### config.mk
export PLATFORM = sky130hd
export DESIGN_NAME = gcd_engine
export DESIGN_NICKNAME = d
export VERILOG_FILES = /design/src/rtl/gcd_engine.sv
export SDC_FILE = /design/constraint.sdc
export NUM_CORES = 1
export LEC_CHECK = 0
export CAP_MARGIN = 10
export CORE_MARGIN = 2
export CORE_UTILIZATION = 53
export CTS_CLUSTER_SIZE = 25
export DETAILED_ROUTE_END_ITERATION = 8
export PLACE_DENSITY = 0.87
export SLEW_MARGIN = 20
export SYNTH_ARGS = -nofsm -noshare
export SYNTH_HDL_FRONTEND = slang
export SYNTH_SLANG_ARGS = --single-unit
### constraint.sdc
create_clock -name clk -period 3.3 [get_ports clk]
set_input_delay 0.33 -clock clk [delete_from_list [all_inputs] [get_ports clk]]
set_output_delay 0.33 -clock clk [all_outputs]
set_load 0.01 [all_outputs]
### src/rtl/gcd_engine.sv
// gcd_engine: iterative GCD coprocessor with a start/done handshake.
// Mode 0 is the subtractive algorithm and mode 1 is binary (Stein) GCD.
// Each RUN cycle makes exactly one decision. The engine reports the step
// count, a zero-operand error and a watchdog timeout.
module gcd_engine #(
    parameter int                WIDTH     = 32,
    parameter int                ITER_W    = 32,
    parameter logic [ITER_W-1:0] MAX_ITERS = '1
) (
    input  logic              clk,
    input  logic              rst,
    input  logic              start,
    input  logic              mode,
    input  logic [WIDTH-1:0]  a_in,
    input  logic [WIDTH-1:0]  b_in,
    output logic              busy,
    output logic              done,
    output logic [WIDTH-1:0]  result,
    output logic [ITER_W-1:0] iters,
    output logic              err_zero,
    output logic              err_timeout
);

    // Shift count for common factors of two. It never exceeds log2 of the operand.
    localparam int KW = $clog2(WIDTH) + 1;

    typedef enum logic [1:0] {
        IDLE = 2'd0,
        RUN  = 2'd1,
        DONE = 2'd2
    } state_t;

    state_t             state_q, state_d;
    logic [WIDTH-1:0]   a_q, a_d;
    logic [WIDTH-1:0]   b_q, b_d;
    logic               mode_q, mode_d;
    logic [KW-1:0]      k_q, k_d;
    logic               busy_d, done_d;
    logic [WIDTH-1:0]   result_d;
    logic [ITER_W-1:0]  iters_d;
    logic               err_zero_d, err_timeout_d;

    logic a_even, b_even, a_gt_b;
    assign a_even = ~a_q[0];
    assign b_even = ~b_q[0];
    assign a_gt_b = (a_q > b_q);

    // Next-state and next-output decision: one GCD step, termination, or handshake.
    always_comb begin
        // NOTE: every signal gets its hold value first. A path through the case
        // that leaves a signal unassigned would otherwise infer a latch.
        state_d       = state_q;
        a_d           = a_q;
        b_d           = b_q;
        mode_d        = mode_q;
        k_d           = k_q;
        busy_d        = busy;
        done_d        = 1'b0;
        result_d      = result;
        iters_d       = iters;
        err_zero_d    = err_zero;
        err_timeout_d = err_timeout;

        unique case (state_q)
            IDLE: begin
                if (start) begin
                    a_d           = a_in;
                    b_d           = b_in;
                    mode_d        = mode;
                    k_d           = '0;
                    iters_d       = '0;
                    err_zero_d    = 1'b0;
                    err_timeout_d = 1'b0;
                    result_d      = '0;
                    busy_d        = 1'b1;
                    if (a_in == '0 || b_in == '0) begin
                        err_zero_d = 1'b1;
                        done_d     = 1'b1;
                        state_d    = DONE;
                    end else begin
                        state_d = RUN;
                    end
                end
            end

            RUN: begin
                if (a_q == b_q) begin
                    // In subtractive mode k stays 0, so one expression covers both modes.
                    result_d = a_q << k_q;
                    done_d   = 1'b1;
                    state_d  = DONE;
                end else if (a_q == WIDTH'(1) || b_q == WIDTH'(1)) begin
                    result_d = WIDTH'(1) << k_q;
                    done_d   = 1'b1;
                    state_d  = DONE;
                end else if (iters == MAX_ITERS) begin
                    err_timeout_d = 1'b1;
                    result_d      = '0;
                    done_d        = 1'b1;
                    state_d       = DONE;
                end else begin
                    iters_d = iters + ITER_W'(1);
                    if (!mode_q) begin
                        // Always subtract the smaller value from the larger, so no underflow.
                        if (a_gt_b) a_d = a_q - b_q;
                        else        b_d = b_q - a_q;
                    end else if (a_even && b_even) begin
                        a_d = a_q >> 1;
                        b_d = b_q >> 1;
                        k_d = k_q + KW'(1);
                    end else if (a_even) begin
                        a_d = a_q >> 1;
                    end else if (b_even) begin
                        b_d = b_q >> 1;
                    end else if (a_gt_b) begin
                        a_d = (a_q - b_q) >> 1;
                    end else begin
                        b_d = (b_q - a_q) >> 1;
                    end
                end
            end

            DONE: begin
                busy_d  = 1'b0;
                state_d = IDLE;
            end

            default: state_d = IDLE;
        endcase
    end

    // State and output registers. Reset is synchronous and clears everything,
    // so no partial result survives it.
    always_ff @(posedge clk) begin
        // NOTE: sequential state uses non-blocking assignments. All registers
        // then update together from the values before the edge.
        if (rst) begin
            state_q     <= IDLE;
            a_q         <= '0;
            b_q         <= '0;
            mode_q      <= 1'b0;
            k_q         <= '0;
            busy        <= 1'b0;
            done        <= 1'b0;
            result      <= '0;
            iters       <= '0;
            err_zero    <= 1'b0;
            err_timeout <= 1'b0;
        end else begin
            state_q     <= state_d;
            a_q         <= a_d;
            b_q         <= b_d;
            mode_q      <= mode_d;
            k_q         <= k_d;
            busy        <= busy_d;
            done        <= done_d;
            result      <= result_d;
            iters       <= iters_d;
            err_zero    <= err_zero_d;
            err_timeout <= err_timeout_d;
        end
    end

endmodule
==> impl_metrics.ini <==
[sta]
slew_viol_final = 0
rsz0062_at_grt = yes
period_minus_slack_ns = 3.24
max_freq_mhz = 309
period_share_pct = 98.2
finalClockSkew_ns = 0.0218
max_slew.worst_pin.slew_ns = 0.884
setup_viol = 0
slew_headroom_pct = 41.0
finalHoldViolations = 0

[placement]
io_buffers = 135
dp_hpwl_um = 41300
placed_area_um2 = 15700
place_congestion = 1.04

[clock_network]
clk_pin_slew_ns = 0.07
cts_buffers = 17
clock-sinks = 141
cts_max_level = 4
cts_max_path_buffers = 2
clk_latency_ns = 0.45
cts_tree = yes
hold_buffers = 0
cts_root_buffer = clkbuf_16

[grt]
grt_max_degree = 70
grt_pass1_vias = 14315
antenna_found_initial = 0
grt.overflow.total = 0
grt_pass1_wl_um = 82100
globalRouteTotalUtil_pct = 40.8

[critical_path]
critical_path.max_stage_delay_ns = 0.37
r2r-start = a_q[0]$_SDFFE_PP0P_
crit_fanout = 6
end_kind = flip-flop
crit_chain = inv_2 -> ha_4 -> fa_2 -> and2b_2 -> o2111ai_4 -> a211oi_2 -> o21ai_2 -> a21o_2 -> o21a_4 -> buf_4 -> nor3_2 -> buf_4 -> a31oi_1 -> a221oi_1
cp_num_buf_inv = 3
crit_type = reg2reg
crit_family = compound AO/OA/AOI/OAI gates
cp-start-kind = flip-flop
crit_path_start = a_q[0]$_SDFFE_PP0P_
crit_top_cell = buf_4
crit_required_ns = 3.65
cp_data_arrival_time_ns = 3.59
slowest_stage = dfxtp_4

[synth]
async_flop_share_pct = 0
ys.flop_type = dfxtp_1
syn_nets = 1834
syn_area_um2 = 12800
ys_seq_area_share_pct = 22.0
ys_ff_latch = 141
yosysWarnings = 0
synth-edff-count = 0
synthCells = 1692
yosys.area.top_type = dfxtp_1
yosysMostFrequentCell = nor2_1
yosys-top-cells-count = nor2_1 (176), a21oi_1 (162), dfxtp_1 (141), nand2_1 (126), o21ai_0 (98)
yosys-mux-area-fraction_pct = 6.96
synth_top_area_share_pct = 22.0
synth_xor_area_share_pct = 4.91
avgSynthCellArea_um2 = 7.59
synth_top_family_by_area = compound AO/OA/AOI/OAI gates
synth.distinct_cells = 94
synth_compound_area_share_pct = 30.9
yosys.area_share.adder_pct = 7.33
synthSimpleGateAreaFrac_pct = 20.6
ys_top_cells_by_area = dfxtp_1 (22%), ha_1 (7.0%), a21oi_1 (6.3%)

[drt]
antenna_left = 0
first_iter_violations = 2374
drt_first_pass_iters = 8
wl_um = 55200
via_count = 15551
wl_per_cell_um = 24.3
drcViolationCount = 0
via_per_inst = 6.85

[finish]
fillers = 1941
fin_util_pct = 71.1
drive_above_1_share_pct = 19.5
final_area_um2 = 16800
diodes = 0
area_growth_pct = 30.6
nets = 2080

[floorplan]
initial_core_util_pct = 54.4
die_y_um = 160
chipWidth_um = 160
num_io_pins = 136
core-area_um2 = 23600
rows = 56
die-area_um2 = 25500

[pwr]
powerDensity_nw_per_um2 = 640
leakage_nw = 6.53
peakVddDrop_v = 0.000351

[worst_hold_path]
hold_class = in2reg
worstHoldStart = rst

[flow_run]
drv_cap = 0

[outcome]
outcome = completed
cells in the final DEF, fill, tap and decap left out, drive strengths merged, types with 6 or more instances in the layout:
cell / instances
xor2: 35
clkdlybuf4s50: 134
nor3: 33
o22ai: 11
a21boi: 6
a211oi: 25
nor2b: 10
a21o: 24
nor2: 177
dfxtp: 141
clkbuf: 18
xnor2: 37
nand3: 41
a22o: 10
a311oi: 6
ha: 72
o31ai: 12
o221ai: 17
o21a: 16
a21oi: 163
and2: 8
nor4: 36
and4: 8
o21bai: 15
mux4: 23
o211ai: 14
a221oi: 57
clkinv: 10
and3: 12
inv: 100
or3: 24
buf: 221
mux2i: 32
nand4: 39
a31oi: 18
o21ai: 109
a22oi: 30
nand2b: 7
nand2: 126
timing repair:
item	CTS	global route
endpoints found under the setup margin	19	88
resized for setup	5	65
pin swaps	2	23
gates cloned	0	1
buffers inserted	1	13
routing by layer:
layer / vias to the layer above / wire [um] / track usage (%) / part of all wire, %
met5: - / 0 / 0 / 0
met4: 0 / 3450 / 20.9 / 6.2
met3: 272 / 6740 / 10.2 / 12
met2: 1223 / 24000 / 63.1 / 43
met1: 7245 / 21000 / 52.9 / 38
li1: 6811 / - / - / -
cell families (layout without fill, tap and decap cells):
group | after synthesis | count (layout)
AO/OA/AOI/OAI | 582 | 582
AND/OR/NAND/NOR | 539 | 539
buffers and inverters | 224 | 483
flip-flops | 141 | 141
adder cells (fa/ha/maj) | 74 | 74
XOR/XNOR | 72 | 72
multiplexers | 60 | 60
worst paths after layout:
path | slack (ns) | cells after the start | end
hold reg to reg | 0.47 | 2 | result[13]$_SDFFE_PP0P_
hold / removal | 0.31 | 2 | iters[0]$_SDFFE_PP0P_
setup / recovery | 0.06 | 14 | a_q[29]$_SDFFE_PP0P_
setup reg to reg | 0.06 | 14 | a_q[29]$_SDFFE_PP0P_
power breakdown:
group / switching (mW) / total, mW / internal, mW
sequential: 0.136 / 1.99 / 1.85
combinational: 3.96 / 6.71 / 2.76
clock: 1.01 / 2.04 / 1.03
total: 5.10 / 10.7 / 5.64
state kept, by name, indices dropped and copies added (netlist names), 2 cells and up:
| signal | cells |
|---|---|
| k_q | 6 |
| b_q | 32 |
| state_q | 2 |
| iters | 32 |
| a_q | 32 |
| result | 32 |
metrics by stage:
stage	power, mW	instances	TNS (ns)	hold WS [ns]	setup slack [ns]
final	10.7	2270	0	0.308	0.0603
after detailed placement	8.03	2223	-0.271	0.458	-0.0645
after floorplan	5.57	1692	0	0.469	0.0334
after global routing	11.2	2270	-0.191	0.340	-0.0509
after CTS	10.1	2256	0	0.315	0.00672
after global placement	8.01	2223	0	0.440	0.0571
final cells by class:
cell class,count,area [um^2],area share (%)
multi-input combinational,1327,9430,56.2
clock buffer,17,425,2.54
sequential,141,2830,16.9
inverter,95,357,2.13
timing repair buffer,356,3140,18.7
clock inverter,15,194,1.16
tap,319,399,2.38
Note: power is estimated with default switching activity, not from simulation.
